==> src/rtl/rop_dcr_ctrl.sv <==
// rop_dcr_ctrl: ROP DCR staging registers with idle-gated atomic commit to the active image
package rop_types;
  localparam int ROP_DEPTH_FUNC_BITS = 3;
  localparam int ROP_STENCIL_OP_BITS = 3;
  localparam int ROP_BLEND_MODE_BITS = 3;
  localparam int ROP_BLEND_FUNC_BITS = 4;
  localparam int ROP_LOGIC_OP_BITS   = 4;
  localparam logic [ROP_DEPTH_FUNC_BITS-1:0] ROP_DEPTH_FUNC_ALWAYS = 3'd7;
  localparam logic [ROP_STENCIL_OP_BITS-1:0] ROP_STENCIL_OP_KEEP   = 3'd0;
  localparam logic [ROP_BLEND_MODE_BITS-1:0] ROP_BLEND_MODE_ADD    = 3'd0;
  localparam logic [ROP_BLEND_FUNC_BITS-1:0] ROP_BLEND_FUNC_ZERO   = 4'd0;
  localparam logic [ROP_BLEND_FUNC_BITS-1:0] ROP_BLEND_FUNC_ONE    = 4'd1;
  localparam logic [ROP_LOGIC_OP_BITS-1:0]   ROP_LOGIC_OP_COPY     = 4'd3;
  typedef struct packed {
    logic [7:0] a;
    logic [7:0] r;
    logic [7:0] g;
    logic [7:0] b;
  } rgba_t;
  typedef struct packed {
    logic [31:0]                    cbuf_addr;
    logic [31:0]                    cbuf_pitch;
    logic [31:0]                    cbuf_mask;
    logic [31:0]                    zbuf_addr;
    logic [31:0]                    zbuf_pitch;
    logic [ROP_DEPTH_FUNC_BITS-1:0] depth_func;
    logic                           depth_writemask;
    logic [ROP_DEPTH_FUNC_BITS-1:0] stencil_front_func;
    logic [ROP_DEPTH_FUNC_BITS-1:0] stencil_back_func;
    logic [ROP_STENCIL_OP_BITS-1:0] stencil_front_zpass;
    logic [ROP_STENCIL_OP_BITS-1:0] stencil_back_zpass;
    logic [ROP_STENCIL_OP_BITS-1:0] stencil_front_zfail;
    logic [ROP_STENCIL_OP_BITS-1:0] stencil_back_zfail;
    logic [ROP_STENCIL_OP_BITS-1:0] stencil_front_fail;
    logic [ROP_STENCIL_OP_BITS-1:0] stencil_back_fail;
    logic [7:0]                     stencil_front_ref;
    logic [7:0]                     stencil_back_ref;
    logic [7:0]                     stencil_front_mask;
    logic [7:0]                     stencil_back_mask;
    logic [ROP_BLEND_MODE_BITS-1:0] blend_mode_rgb;
    logic [ROP_BLEND_MODE_BITS-1:0] blend_mode_a;
    logic [ROP_BLEND_FUNC_BITS-1:0] blend_src_rgb;
    logic [ROP_BLEND_FUNC_BITS-1:0] blend_src_a;
    logic [ROP_BLEND_FUNC_BITS-1:0] blend_dst_rgb;
    logic [ROP_BLEND_FUNC_BITS-1:0] blend_dst_a;
    rgba_t                          blend_const;
    logic [ROP_LOGIC_OP_BITS-1:0]   logic_op;
  } rop_dcrs_t;
  function automatic rop_dcrs_t dcr_defaults();
    rop_dcrs_t s;
    s = '0;
    s.cbuf_mask           = '1;
    s.depth_func          = ROP_DEPTH_FUNC_ALWAYS;
    s.stencil_front_func  = ROP_DEPTH_FUNC_ALWAYS;
    s.stencil_back_func   = ROP_DEPTH_FUNC_ALWAYS;
    s.stencil_front_zpass = ROP_STENCIL_OP_KEEP;
    s.stencil_back_zpass  = ROP_STENCIL_OP_KEEP;
    s.stencil_front_zfail = ROP_STENCIL_OP_KEEP;
    s.stencil_back_zfail  = ROP_STENCIL_OP_KEEP;
    s.stencil_front_fail  = ROP_STENCIL_OP_KEEP;
    s.stencil_back_fail   = ROP_STENCIL_OP_KEEP;
    s.stencil_front_mask  = 8'hFF;
    s.stencil_back_mask   = 8'hFF;
    s.blend_mode_rgb      = ROP_BLEND_MODE_ADD;
    s.blend_mode_a        = ROP_BLEND_MODE_ADD;
    s.blend_src_rgb       = ROP_BLEND_FUNC_ONE;
    s.blend_src_a         = ROP_BLEND_FUNC_ONE;
    s.blend_dst_rgb       = ROP_BLEND_FUNC_ZERO;
    s.blend_dst_a         = ROP_BLEND_FUNC_ZERO;
    s.logic_op            = ROP_LOGIC_OP_COPY;
    return s;
  endfunction
endpackage

module rop_dcr_ctrl
  import rop_types::*;
#(
  parameter int                       DCR_ADDR_BITS = 12,
  parameter logic [DCR_ADDR_BITS-1:0] DCR_BASE      = 'h100
) (
  input  logic                     clk,
  input  logic                     reset,
  input  logic                     dcr_wr_valid,
  output logic                     dcr_wr_ready,
  input  logic [DCR_ADDR_BITS-1:0] dcr_wr_addr,
  input  logic [31:0]              dcr_wr_data,
  input  logic [DCR_ADDR_BITS-1:0] dcr_rd_addr,
  output logic [31:0]              dcr_rd_data,
  input  logic                     commit,
  input  logic                     rop_idle,
  output rop_dcrs_t                dcrs,
  output logic                     dcrs_changed,
  output logic                     commit_pending
);
  typedef enum logic {S_IDLE, S_PENDING} state_t;
  localparam rop_dcrs_t DEFAULTS = dcr_defaults();
  localparam logic [DCR_ADDR_BITS-1:0] LAST_IDX = DCR_ADDR_BITS'(16);

  function automatic rop_dcrs_t dcr_write(rop_dcrs_t s, logic [4:0] idx, logic [31:0] d);
    rop_dcrs_t r;
    r = s;
    case (idx)
      5'd0:  r.cbuf_addr      = d;
      5'd1:  r.cbuf_pitch     = d;
      5'd2:  r.cbuf_mask      = d;
      5'd3:  r.zbuf_addr      = d;
      5'd4:  r.zbuf_pitch     = d;
      5'd5:  r.depth_func     = d[ROP_DEPTH_FUNC_BITS-1:0];
      5'd6:  r.depth_writemask = d[0];
      5'd7:  {r.stencil_back_func, r.stencil_front_func} = {d[16 +: ROP_DEPTH_FUNC_BITS], d[ROP_DEPTH_FUNC_BITS-1:0]};
      5'd8:  {r.stencil_back_zpass, r.stencil_front_zpass} = {d[16 +: ROP_STENCIL_OP_BITS], d[ROP_STENCIL_OP_BITS-1:0]};
      5'd9:  {r.stencil_back_zfail, r.stencil_front_zfail} = {d[16 +: ROP_STENCIL_OP_BITS], d[ROP_STENCIL_OP_BITS-1:0]};
      5'd10: {r.stencil_back_fail, r.stencil_front_fail} = {d[16 +: ROP_STENCIL_OP_BITS], d[ROP_STENCIL_OP_BITS-1:0]};
      5'd11: {r.stencil_back_ref, r.stencil_front_ref} = {d[23:16], d[7:0]};
      5'd12: {r.stencil_back_mask, r.stencil_front_mask} = {d[23:16], d[7:0]};
      5'd13: {r.blend_mode_a, r.blend_mode_rgb} = {d[16 +: ROP_BLEND_MODE_BITS], d[ROP_BLEND_MODE_BITS-1:0]};
      5'd14: {r.blend_dst_a, r.blend_dst_rgb, r.blend_src_a, r.blend_src_rgb} =
               {d[24 +: ROP_BLEND_FUNC_BITS], d[16 +: ROP_BLEND_FUNC_BITS], d[8 +: ROP_BLEND_FUNC_BITS], d[ROP_BLEND_FUNC_BITS-1:0]};
      5'd15: r.blend_const    = d;
      5'd16: r.logic_op       = d[ROP_LOGIC_OP_BITS-1:0];
      default: ;
    endcase
    return r;
  endfunction

  function automatic logic [31:0] dcr_read(rop_dcrs_t s, logic [4:0] idx);
    case (idx)
      5'd0:  return s.cbuf_addr;
      5'd1:  return s.cbuf_pitch;
      5'd2:  return s.cbuf_mask;
      5'd3:  return s.zbuf_addr;
      5'd4:  return s.zbuf_pitch;
      5'd5:  return 32'(s.depth_func);
      5'd6:  return 32'(s.depth_writemask);
      5'd7:  return {16'(s.stencil_back_func), 16'(s.stencil_front_func)};
      5'd8:  return {16'(s.stencil_back_zpass), 16'(s.stencil_front_zpass)};
      5'd9:  return {16'(s.stencil_back_zfail), 16'(s.stencil_front_zfail)};
      5'd10: return {16'(s.stencil_back_fail), 16'(s.stencil_front_fail)};
      5'd11: return {8'h0, s.stencil_back_ref, 8'h0, s.stencil_front_ref};
      5'd12: return {8'h0, s.stencil_back_mask, 8'h0, s.stencil_front_mask};
      5'd13: return {16'(s.blend_mode_a), 16'(s.blend_mode_rgb)};
      5'd14: return {8'(s.blend_dst_a), 8'(s.blend_dst_rgb), 8'(s.blend_src_a), 8'(s.blend_src_rgb)};
      5'd15: return s.blend_const;
      5'd16: return 32'(s.logic_op);
      default: return '0;
    endcase
  endfunction

  state_t                   state_q;
  rop_dcrs_t                stg_q, stg_d, act_q;
  logic                     chg_q, wr_en, copy, wr_hit, rd_hit;
  logic [31:0]              rd_q, rd_d;
  logic [DCR_ADDR_BITS-1:0] wr_off, rd_off;

  assign wr_off = dcr_wr_addr - DCR_BASE;
  assign rd_off = dcr_rd_addr - DCR_BASE;
  assign wr_hit = dcr_wr_addr >= DCR_BASE && wr_off <= LAST_IDX;
  assign rd_hit = dcr_rd_addr >= DCR_BASE && rd_off <= LAST_IDX;

  always_comb begin
    wr_en = dcr_wr_valid && state_q == S_IDLE && wr_hit;
    stg_d = wr_en ? dcr_write(stg_q, wr_off[4:0], dcr_wr_data) : stg_q;
    rd_d  = rd_hit ? dcr_read(stg_q, rd_off[4:0]) : '0;
    copy  = rop_idle && (state_q == S_PENDING || commit);
  end

  // stg_d carries any same-cycle write, so an IDLE commit copies the post-write image
  always_ff @(posedge clk) begin
    if (reset) begin
      state_q <= S_IDLE;
      stg_q   <= DEFAULTS;
      act_q   <= DEFAULTS;
      chg_q   <= 1'b0;
      rd_q    <= '0;
    end else begin
      stg_q   <= stg_d;
      rd_q    <= rd_d;
      chg_q   <= copy;
      if (copy) act_q <= stg_d;
      state_q <= (state_q == S_IDLE && commit && !rop_idle) ? S_PENDING :
                 (state_q == S_PENDING && rop_idle) ? S_IDLE : state_q;
    end
  end

  assign dcr_wr_ready   = state_q == S_IDLE;
  assign commit_pending = state_q == S_PENDING;
  assign dcr_rd_data    = rd_q;
  assign dcrs           = act_q;
  assign dcrs_changed   = chg_q;
endmodule

==> config.mk <==
export PLATFORM = sky130hd
export DESIGN_NAME = rop_dcr_ctrl
export DESIGN_NICKNAME = d
export VERILOG_FILES = /design/src/rtl/rop_dcr_ctrl.sv
export SDC_FILE = /design/constraint.sdc
export NUM_CORES = 1
export LEC_CHECK = 0
export CAP_MARGIN = 0
export CELL_PAD_IN_SITES_DETAIL_PLACEMENT = 0
export CELL_PAD_IN_SITES_GLOBAL_PLACEMENT = 1
export CORE_UTILIZATION = 44
export DETAILED_ROUTE_END_ITERATION = 7
export GPL_ROUTABILITY_DRIVEN = 0
export HOLD_SLACK_MARGIN = 0.12
export PLACE_DENSITY = 0.85
export SLEW_MARGIN = 30
export SYNTH_ARGS = -nofsm -noshare
export SYNTH_HDL_FRONTEND = slang
export SYNTH_SLANG_ARGS = --single-unit
==> constraint.sdc <==
create_clock -name clk -period 4.5 [get_ports clk]
set_clock_uncertainty 0.05 [all_clocks]
set_input_delay 0.675 -clock clk [delete_from_list [all_inputs] [get_ports clk]]
set_output_delay 0.675 -clock clk [all_outputs]
set_load 0.1 [all_outputs]
; After elaboration in Yosys (flattened, before gate mapping)
; Index checks and enable logic that the tools add are counted.
[word_totals]
reg_bits = 590
input_bits = 61
output_inout_bits = 313
[op_classes]
n_addsub = 2
magnitude_cmp = 4
eq_ne = 32
mux = 21
n_bitwise = 2
n_reduce_logical = 14
[ops]
columns = operator, count
row1 = 32-bit case mux with 17 select lines, 1
row2 = 278-bit two-way mux, 1
row3 = 32-bit two-way mux, 6
row4 = 5-bit by 4-bit equality test with 1-bit output (second input constant), 16
row5 = 16-bit two-way mux, 3
row6 = 5-bit by 3-bit equality test with 1-bit output (second input constant), 8
row7 = 6-bit two-way mux, 5
row8 = 12-bit by 9-bit >= comparator with 1-bit output (second input constant), 2
row9 = 12-bit by 5-bit less-or-equal comparator with 1-bit output (second input constant), 2
row10 = 12-bit by 9-bit subtractor with 12-bit output (second input constant), 2
row11 = 5-bit by 2-bit equality test with 1-bit output (second input constant), 4
row12 = 5-bit by 1-bit equality test with 1-bit output (second input constant), 2
row13 = 5-bit equality test (second input constant), 2
row14 = 5-bit logical NOT, 2
row15 = 1-bit logical AND, 8
row16 = 4-bit two-way mux, 1
row17 = 1-bit two-way mux, 3
row18 = 3-bit two-way mux, 1
row19 = 1-bit NOT, 2
row20 = 2-bit nonzero test, 1
row21 = 2-bit OR reduction, 1
row22 = 1-bit logical NOT, 1
row23 = 1-bit logical OR, 1

; Depth between registers and ports, before layout
[depth]
ltp_word = 5
ltp_mapped = 8
ltp_nobuf = 5

; Worst setup path before layout
; OpenSTA, ideal clock, no wires.
[synth_timing]
kind = reg-to-reg
from = reg state_q (netlist: commit_pending)
to = reg act_q, in the netlist dcrs[153]
arrival_time_ns = 2.597
required_time_ns = 4.303
path_slack_ns = 1.706
path_stages_with_launch = 8
n_path_buf = 4
cell_sequence = dfxtp_1 -> nor2_1 -> nor2b_1 -> clkbuf_1 -> clkbuf_1 -> clkbuf_1 -> clkbuf_1 -> a211oi_2
[synth_between]
elab_chain_cells = 4
[synth_rtl]
columns = element, line
row1 = "start, declared", 149  ; state_t state_q;
row2 = "start signal, assigned", 180  ; state_q <= (state_q == S_IDLE && commit && !rop_idle) ? S_PENDING :
row3 = 1-bit NOT, 161  ; wr_en = dcr_wr_valid && state_q == S_IDLE && wr_hit;
row4 = 1-bit logical AND (2 in a row), 161
row5 = 278-bit two-way mux, 162  ; stg_d = wr_en ? dcr_write(stg_q, wr_off[4:0], dcr_wr_data) : stg_q;
row6 = "end signal, assigned", 179  ; if (copy) act_q <= stg_d;
row7 = "end, declared", 150  ; rop_dcrs_t stg_q, stg_d, act_q;
; Parallel ways exist; a longest one is shown, timed or not.
; A chain may end at the register's enable or synchronous reset.

; Worst setup path in the final report
[layout_timing]
from = reg act_q, in the netlist dcrs[34]
to = out dcrs[34] (netlist bit)
[layout_rtl]
columns = element, line
row1 = "end, declared", 91  ; output rop_dcrs_t dcrs,
; No word-level cell between the ends.

==> reports/metrics.cfg <==
[layout]
finalNetCount = 2595
multiInputGateArea_um2 = 9760
instances_no_fill = 3253
drive_above_1_share_pct = 12.3
n_fill_cell = 4350
register_area_um2 = 11800
area_delta_synth_final_pct = 26.7

[timing]
maxSlewViolCount = 0
finalHoldViolations = 0
setup_viol = 0
setup_tns_ps = 0
tightest_slew_ps = 1050
fmax_mhz = 333
fin_crit_sh_pct = 66.8
min_period_ps = 3010
max-slew-margin-rel_pct = 29.8
hold_slack_ps = 363
rsz0062_at_grt = no

[critical_path]
cp.required_ps = 3770
cp.depth = 1
rr_worst_depth = 6
worst-path-buf-inv = 1
cp_top_family = buffers and inverters
worstSetupPathType = reg -> out
crit_arrival_ps = 2280
critPathMaxStageDelay_ps = 1190
critPathLaunchType = flop
path_max_fanout = 2
path_cells = clkdlybuf4s50_1
slowest_stage = clkdlybuf4s50_1
end_kind = output pin

[logic_synthesis]
ys_seq_area_share_pct = 52.8
synthMuxAreaShare_pct = 13.3
synth_edf_count = 0
synth_warnings = 0
synth_cell_types = 57
syn-instance-count = 2251
synthesis.nets = 2312
synth_xor_area_share_pct = 0
synth_fa_ha_area_share_pct = 0
synth_top_family_by_area = simple AND/OR/NAND/NOR gates
ys_ff_latch = 590
synth_area_leaders = dfxtp_1 (53%), mux2i_1 (13%), nor2_1 (8.6%)
yosysMostFrequentCell = dfxtp_1
ys.flop_type = dfxtp_1
synth_area_um2 = 22400
synth_common_cells = dfxtp_1 (590), nor2_1 (513), mux2i_1 (292), a211oi_1 (188), clkbuf_1 (164)
postSynthAreaPerCell_um2 = 9.93
yosysTopAreaCell = dfxtp_1
synth-compound-area-share_pct = 14.7
synth_top_area_share_pct = 52.8
yosys.area_share.simple_pct = 15.3
async_reset_ff_share_pct = 0

[grt]
track_usage_pct = 28.8
grt_max_degree = 259
antenna_found_initial = 2
grt_pass1_wl_um = 110000
gr-total-overflow = 0
grt_pass1_vias = 17200

[hold_path]
worst_hold_path.num_cells = 2
hold_class = in -> reg

[clocking]
clock-sinks = 590
clkTransAtPathRegs_ps = 60
holdBufCountCts = 0
post_cts_buffers = 0
htreeDepth = 2
cts_tree = done
clk_latency_ps = 630
cts.repair.resized = 0
clockBufferDepth = 3
cts_buffers = 59
cts-root-buf = clkbuf_16

[drt]
drt-initial-drc-count = 1822
wl_per_cell_um = 23.4
viasPerCell = 5.62
ant_nets = 0
post-route-drc-count = 0
drt_first_pass_iters = 5
routed_wirelength_um = 76100
vias = 18300

[floorplan]
rows = 82
die_h_um = 227
io_pins = 374
die-area_um2 = 51700
core-area_um2 = 50200
dieWidth_um = 227
start_util_pct = 44.6

[status]
status = finished, final reports clean

[power_and_ir_drop]
ir_drop_v = 0.000305
pwr_density_cell_nw_per_um2 = 421
finalPower_mw = 11.9
leakage_nw = 10.1

[placed_design]
place_inst = 3144
port_buffers = 373
hpwl_um = 53400

[run]
cap_viol_max_count = 0

## kinds of logic after synthesis
group | count (synthesis)
AOI/OAI and AO/OA | 440
buffers and inverters | 199
DFF | 590
muxes | 297
and+or+nand+nor | 725
## routing by layer
layer / track usage, % / routed length, um / vias up
met1: 41.0 / 34300 / 8889
met5: 0 / 12 / -
met4: 7.51 / 1750 / 2
met2: 42.7 / 33000 / 792
met3: 7.72 / 7020 / 106
li1: - / - / 8490
## cell usage in the layout, fill, tap and decap left out, types with 6 or more instances in the layout
cell	count
nor2_1	507
a31oi_1	32
mux2i_1	292
dfxtp_1	590
a221oi_1	21
a22o_1	15
a211oi_2	30
a21oi_1	72
nand2b_1	66
buf_4	33
clkinv_2	12
nor2_4	6
clkbuf_1	19
clkdlybuf4s50_1	315
buf_12	18
or2_2	60
a211oi_1	188
buf_2	51
nand2_1	14
clkbuf_16	60
a22oi_1	63
clkbuf_8	10
## final timing paths
| check | from | to | slack (ps) |
|---|---|---|---|
| worst max-delay path | dcrs[34] | dcrs[34] | 1490 |
| worst max register to register | commit_pending | dcrs[141] | 1730 |
| worst min-delay path | reset | stg_q[17] | 360 |
| worst min register to register | stg_q[30] | dcr_rd_data[26] | 430 |
## state kept, by name (all words and copies together), names as in the netlist
register,flops
dcrs,278
stg_q,278
dcr_rd_data,32
commit_pending,1
dcrs_changed,1
## cell type report
class / instances / share of cell area, %
Clock inverter: 18 / 0.490
Tap cell: 672 / 2.97
Clock buffer: 89 / 6.04
Sequential cell: 590 / 41.7
Inverter: 1 / 0.0133
Timing Repair Buffer: 420 / 14.3
Multi-Input combinational cell: 1462 / 34.4
Antenna cell: 1 / 0.00883
## report_power, final
part / internal (mW) / switching (mW) / total, mW / leakage (nW)
clock: 2.67 / 2.07 / 4.74 / 0.911
sequential: 5.35 / 0.0887 / 5.44 / 4.79
combinational: 0.382 / 1.36 / 1.75 / 4.38
total: 8.40 / 3.52 / 11.9 / 10.1
## stage by stage
step	setup slack, ps	util [%]	area, um^2
finish	1490	56.5	28300
global route	1410	56.5	28300
CTS	1480	56.4	28300
detailed placement	904	52.8	26500
global placement	983	53.2	26700
floorplan	1710	-	22400
Power figures use the tool's default switching activity.
